[config.mk]
export PLATFORM = sky130hd
export DESIGN_NAME = hazard_dest_tracker
export DESIGN_NICKNAME = d
export VERILOG_FILES = /design/src/rtl/hazard_pkg.sv /design/src/rtl/dest_stage_reg.sv /design/src/rtl/hazard_dest_tracker.sv
export SDC_FILE = /design/constraint.sdc
export NUM_CORES = 1
export LEC_CHECK = 0
export CORE_MARGIN = 5
export CORE_UTILIZATION = 50
export CTS_BUF_LIST = sky130_fd_sc_hd__clkbuf_2 sky130_fd_sc_hd__clkbuf_4 sky130_fd_sc_hd__clkbuf_8
export DETAILED_ROUTE_END_ITERATION = 10
export PLACE_DENSITY_LB_ADDON = 0.08
export SLEW_MARGIN = 20
export SYNTH_ARGS = -nofsm -noshare
export SYNTH_HDL_FRONTEND = slang
export SYNTH_SLANG_ARGS = --single-unit
[constraint.sdc]
create_clock -name clk -period 2.4 [get_ports clk]
set_input_delay 0.24 -clock clk [delete_from_list [all_inputs] [get_ports clk]]
set_output_delay 0.24 -clock clk [all_outputs]
set_load 0.05 [all_outputs]
[src/rtl/hazard_pkg.sv]
// Shared types and constants for the hazard destination tracker.
package hazard_pkg;

   localparam int unsigned REG_ADDR_W = 5;
   localparam int unsigned CNT_W      = 16;

   // One pipeline stage record: destination register and its write-back enable.
   typedef struct packed {
      logic [REG_ADDR_W-1:0] dest;
      logic                  wb_en;
   } stage_t;

   // Empty slot: never writes the register file, so it can never raise a hazard.
   localparam stage_t BUBBLE = '{dest: '0, wb_en: 1'b0};

endpackage

[src/rtl/dest_stage_reg.sv]
// Single pipeline stage register for {dest, wb_en} with load, hold and bubble controls.
module dest_stage_reg
   import hazard_pkg::*;
(
   input  logic   clk_i,
   input  logic   rst_i,
   input  logic   load_i,   // 0 = hold current contents
   input  logic   bubble_i, // when loading, insert BUBBLE instead of d_i
   input  stage_t d_i,
   output stage_t q_o
);

   stage_t stage_d, stage_q;

   // Select the next record: hold, bubble or load.
   always_comb begin
      stage_d = stage_q;
      if (load_i) begin
         stage_d = bubble_i ? BUBBLE : d_i;
      end
   end

   // Stage register with synchronous reset to an empty slot.
   always_ff @(posedge clk_i) begin
      if (rst_i) begin
         stage_q <= BUBBLE;
      end else begin
         stage_q <= stage_d;
      end
   end

   assign q_o = stage_q;

endmodule

[src/rtl/hazard_dest_tracker.sv]
// Tracks destination/write-enable of in-flight instructions through EXE, MEM and WB,
// inserts hazard and flush bubbles into EXE, and freezes IF/ID on hazards or memory waits.
module hazard_dest_tracker
   import hazard_pkg::*;
#(
   parameter int unsigned REG_ADDR_W = hazard_pkg::REG_ADDR_W,
   parameter int unsigned CNT_W      = hazard_pkg::CNT_W
) (
   input  logic                  clk,
   input  logic                  rst,
   input  logic [REG_ADDR_W-1:0] id_dest,
   input  logic                  id_wb_en,
   input  logic                  id_valid,
   input  logic                  hazard_detected,
   input  logic                  flush,
   input  logic                  mem_ready,
   output logic [REG_ADDR_W-1:0] exe_dest,
   output logic [REG_ADDR_W-1:0] mem_dest,
   output logic [REG_ADDR_W-1:0] wb_dest,
   output logic                  exe_wb_en,
   output logic                  mem_wb_en,
   output logic                  wb_wb_en,
   output logic                  freeze_if_id,
   output logic [CNT_W-1:0]      bubble_cnt,
   output logic [CNT_W-1:0]      flush_cnt
);

   localparam logic [CNT_W-1:0] CntMax = '1;

   stage_t id_rec;
   stage_t exe_q, mem_q, wb_q;
   logic   advance;
   logic   exe_bubble;

   logic [CNT_W-1:0] bubble_cnt_d, bubble_cnt_q;
   logic [CNT_W-1:0] flush_cnt_d, flush_cnt_q;

   // A busy data memory stalls the whole tracker.
   assign advance    = mem_ready;
   // Flush, hazard and an empty ID slot all load a bubble into EXE.
   assign exe_bubble = flush | hazard_detected | ~id_valid;
   // id_dest is registered unchanged even when id_wb_en is low.
   assign id_rec     = '{dest: id_dest, wb_en: id_wb_en};

   dest_stage_reg u_exe_stage (
      .clk_i   (clk),
      .rst_i   (rst),
      .load_i  (advance),
      .bubble_i(exe_bubble),
      .d_i     (id_rec),
      .q_o     (exe_q)
   );

   dest_stage_reg u_mem_stage (
      .clk_i   (clk),
      .rst_i   (rst),
      .load_i  (advance),
      .bubble_i(1'b0),
      .d_i     (exe_q),
      .q_o     (mem_q)
   );

   dest_stage_reg u_wb_stage (
      .clk_i   (clk),
      .rst_i   (rst),
      .load_i  (advance),
      .bubble_i(1'b0),
      .d_i     (mem_q),
      .q_o     (wb_q)
   );

   // Saturating statistics; flush takes priority so a flushed hazard is not double counted.
   always_comb begin
      bubble_cnt_d = bubble_cnt_q;
      flush_cnt_d  = flush_cnt_q;
      if (advance) begin
         if (flush) begin
            if (flush_cnt_q != CntMax) flush_cnt_d = flush_cnt_q + 1'b1;
         end else if (hazard_detected) begin
            if (bubble_cnt_q != CntMax) bubble_cnt_d = bubble_cnt_q + 1'b1;
         end
      end
   end

   // Counter registers with synchronous reset.
   always_ff @(posedge clk) begin
      if (rst) begin
         bubble_cnt_q <= '0;
         flush_cnt_q  <= '0;
      end else begin
         bubble_cnt_q <= bubble_cnt_d;
         flush_cnt_q  <= flush_cnt_d;
      end
   end

   // Freeze is combinational so the hazard loop keeps exactly one register.
   assign freeze_if_id = hazard_detected | ~mem_ready;

   assign exe_dest   = exe_q.dest;
   assign mem_dest   = mem_q.dest;
   assign wb_dest    = wb_q.dest;
   assign exe_wb_en  = exe_q.wb_en;
   assign mem_wb_en  = mem_q.wb_en;
   assign wb_wb_en   = wb_q.wb_en;
   assign bubble_cnt = bubble_cnt_q;
   assign flush_cnt  = flush_cnt_q;

endmodule
# After elaboration in Yosys (flattened, before gate mapping)
# Index checks and enable logic that the tools add are counted.
# classes
addsub,2
mul,0
div,0
n_lt_le_gt_ge,0
eq_ne,2
shift,0
n_mux,1
bitwise_logic,6
n_reduce_logical,2
# op_table
operator,n
16-bit by 1-bit adder with 16-bit output (second input constant),2
16-bit inequality test (second input constant),2
6-bit two-way mux,1
4-bit AND reduction,1
1-bit inverter,3
1-bit OR,3
3-bit AND reduction,1
# word_totals
register_bits,50
latch_bits,0
ramBits,0
romBits,0
inputBits,12
output_inout_bits,51
mem_count,0

# Depth between registers and ports, before layout
# depth
word_depth,3
depth_mapped,6
depth_no_buf,5

# Hierarchy
# From an unflattened synthesis, not the netlist that was laid out.
# unflattened
hier_cells,280
hier_area_um2,2453.6
# by_module_without_submodules
module,instances,cells_per_inst,area_per_inst_um2,seq_area_each_um2
hazard_dest_tracker,1,205,1721.7,640.6
dest_stage_reg,3,25,244.0,120.1

# Worst setup path before layout
# No wires, ideal clock.
# synth_path
path_kind,flip-flop to flip-flop
from,"register flush_cnt_q[0], in the netlist flush_cnt[0]"
to,"register flush_cnt_q[13], in the netlist flush_cnt[13]"
setup_ns,0.121
arrival_time_ns,2.211
required_time_ns,2.279
path_slack_ns,0.068
path_stages_with_launch,6
path_buffers,0
synth_period_minus_slack_ns,2.332
path_cell_list,dfxtp_1 > ha_1 > nand4_1 > or4_2 > nand4_1 > mux2_2
# synth_via
elab_chain_len,2
word_cells_on_any_way,3
# synth_lines
element,line,rtl
"start, declared",hazard_dest_tracker.sv:36,"logic [CNT_W-1:0] flush_cnt_d, flush_cnt_q;"
"start signal, assigned",hazard_dest_tracker.sv:92,flush_cnt_q <= flush_cnt_d;
"parallel branches: the longest is 2 deep, another holds 16-bit by 1-bit adder with 16-bit output",n/a,
# Parallel ways; which one is timed is not known.
# A chain may end at the register's enable or synchronous reset.

# Final worst setup path
# layout_path
from,"register bubble_cnt_q[4], in the netlist bubble_cnt[4]"
to,"register bubble_cnt_q[14], in the netlist bubble_cnt[14]"
# layout_via
elab_chain_len,2
word_cells_on_any_way,3
# layout_lines
element,line,rtl
"start, declared",hazard_dest_tracker.sv:35,"logic [CNT_W-1:0] bubble_cnt_d, bubble_cnt_q;"
"start signal, assigned",hazard_dest_tracker.sv:91,bubble_cnt_q <= bubble_cnt_d;
"parallel branches: the longest is 2 deep, another holds 16-bit by 1-bit adder with 16-bit output",n/a,
# Parallel ways; which one is timed is not known.

==> run metrics <==
share of the synthesized area in the top cell type a little over two fifths; RD Place Congestion 0.805; Post-Syn Instances about 270; CP required 2.61 ns; Hold Crit Class reg2reg; Synth Area in Adders approximately 1.1%; complex-gate fraction of the synthesized area a little over an eighth; worst hold slack 0.501 ns; FMAX 492 MHz; Iter 0 DRT Violations 106; register area 0.00100 sq mm; Post-Synth XOR/XNOR Area 0%; Post-synth top cells dfxtp_1, nor2_1, a21oi_1, mux2i_1; CORE AREA 0.00463 sq mm; Syn. warnings 0; most frequent cell after synthesis dfxtp_1; non-filler cells, final around 390; reg2reg setup slack 0.37 ns; Pwr Density 465 mW/mm^2; Setup crit end bubble_cnt[14]$_SDFFE_PP0P_; number of synthesized register bits 50; post-synthesis sequential area ratio 42.6%; status completed; Slew @ Worst Pin about 1 ns; placed cells 378; Yosys cell types between 40 and 50; max_cap viols 0; fillers 402; total negative slack 0 ns; via/cell ratio 5.75; crit path from bubble_cnt[4]$_SDFFE_PP0P_; WL/cell 14.1 um; CP arrival around 2.2 ns; Final min period 2.03 ns; Slew HR 33.6%; Leak Pwr 1.07 nW; initial antenna violation count 0; post-synthesis mux area share under 10%; share of layout cells above drive strength 1 approximately a tenth; clock sinks 50; Max FO, Critical Path 9; Final Skew 0.00467 ns; critical path class reg2reg; drt first pass iters 4; Routed Antenna Nets 0; largest net degree at the start of global routing 58; antenna diode count 0; Synth Area in Simple Gates between 30% and 40%; Chip Height slightly below 80 um; Peak supply drop 0.319 mV; Post-synth ARST share 0%; Post-CTS Hold Fix Bufs 0; Post-DP HPWL 3.85 mm; Final #Nets 345; Max Slew Vio Count 0; FF-to-FF Start bubble_cnt[4]$_SDFFE_PP0P_; Clock Tree Root clkbuf_8; post-CTS setup buffers 0; area leader, netlist dfxtp_1; drt total wl 5.44 mm; Final period util 84.6%; synth top area cells dfxtp_1, a21oi_1, mux2i_1, nor2_1, nor2b_1; total clock buffers created by CTS 5; total power 1.46 mW; post_cts resized 0; clk_lat worst skew 0.30 ns; CTS Buffer Depth 2; RSZ-0062 raised after global routing false; Crit Reg-Reg Endpoint bubble_cnt[14]$_SDFFE_PP0P_; Chip Width about 80 um; final hold vios 0; gr usage total 18.3%; area added between synthesis and finish 33.5%; die area 0.00617 sq mm; vias in the first global route 2034; R2R depth 4; Worst Setup Start Kind flop; CTS tree done; number of synthesized flops with an enable pin 0; H-Tree Depth 2; Synth Net Count between 200 and 300; Multi-input gate area 0.00126 sq mm; Core Rows 25; Post-Synthesis Cell Area 0.00235 sq mm; first-pass GRT wire length 9.27 mm; gr ovfl total 0; syn_area_per_cell 8.83 sq um; Final setup violation count 0; main combinational cell family by area after synthesis simple AND/OR/NAND/NOR gates; Critical Path End Type flop; vias 2220; io pins 63; IO Port Bufs between 60 and 70; Initial Utilization 50.7%; Worst-path clk slew about 0.090 ns; ys flop type dfxtp_1; residual DRC count 0
[placed cells by master (no fill, tap or decap), types with 3 or more instances in the layout]
cell,synthesis,final
clkdlybuf4s50_1,0,60
nor2_1,32,32
o31ai_1,8,8
mux2_2,6,6
o21ai_0,7,7
nor3_1,11,11
buf_4,1,9
dfxtp_1,50,50
or4_1,7,7
and3_1,3,3
nand2_1,9,9
or4_2,3,3
inv_1,4,4
nor2b_1,11,11
a41oi_1,3,3
clkbuf_8,1,6
or3_1,6,6
nor4_1,10,10
mux2i_1,12,12
nand3_1,11,11
a21oi_1,24,24
nand4_1,9,9
o41ai_1,3,3
[worst min-delay path by stage]
stage	startpoint	slack, ns	endpoint	depth (start not counted)
floorplan	id_wb_en	0.38	u_exe_stage.q_o[0]$_SDFFE_PP0P_	2
global placement	u_wb_stage.q_o[4]$_SDFFE_PP0P_	0.47	u_wb_stage.q_o[4]$_SDFFE_PP0P_	2
detailed placement	u_wb_stage.q_o[3]$_SDFFE_PP0P_	0.48	u_wb_stage.q_o[3]$_SDFFE_PP0P_	2
CTS	u_wb_stage.q_o[5]$_SDFFE_PP0P_	0.51	u_wb_stage.q_o[5]$_SDFFE_PP0P_	2
global route	u_mem_stage.q_o[4]$_SDFFE_PP0P_	0.55	u_mem_stage.q_o[4]$_SDFFE_PP0P_	2
finish	u_wb_stage.q_o[0]$_SDFFE_PP0P_	0.50	u_wb_stage.q_o[0]$_SDFFE_PP0P_	2
[critical path: stages (launching register included)]
cell and delay (ns):
dfxtp_1 0.46, nand4_2 0.27, or3_1 0.49, or4_1 0.54
a21oi_1 0.18
[cell families (layout without fill, tap and decap cells)]
kind of cell / Yosys count / in the layout
AOI/OAI and AO/OA: 51 / 51
adders and majority gates: 2 / 2
buffers and inverters: 17 / 83
DFF: 50 / 50
muxes: 18 / 18
and+or+nand+nor: 128 / 128
[routing by layer]
metal	part of all wire (%)	up-vias	wire, um	global-route usage, %
met2	45	58	2460	29.5
li1	-	1134	-	-
met3	7.1	5	388	5.39
met1	46	1023	2520	23.0
met5	0	-	0	0
met4	1.3	0	71	6.82
[area by class of cell]
cell class / instances / area share, %
Clock buffer: 7 / 2.87
Tap cell: 54 / 2.16
Multi-Input combinational cell: 199 / 40.3
Timing Repair Buffer: 71 / 22.1
Inverter: 4 / 0.479
Clock inverter: 1 / 0.160
Sequential cell: 50 / 31.9
[power by group]
part / switching (mW) / internal [mW]
combinational: 0.0643 / 0.0443
sequential: 0.00385 / 0.834
clock: 0.267 / 0.244
[stage by stage]
stage	utilization, %	worst slack [ns]	area, sq um
floorplan	-	0.0681	2350
global placement	65.6	0.277	3040
detailed placement	65.6	0.224	3040
CTS	67.7	0.394	3130
global route	67.7	0.259	3130
finish	67.7	0.369	3130
[flip-flops by register name, indices dropped and copies added, names as in the netlist]
signal and cells:
u_wb_stage.q_o 6, bubble_cnt 16, flush_cnt 16, u_mem_stage.q_o 6, u_exe_stage.q_o 6
Note: power is estimated with default switching activity, not from simulation.
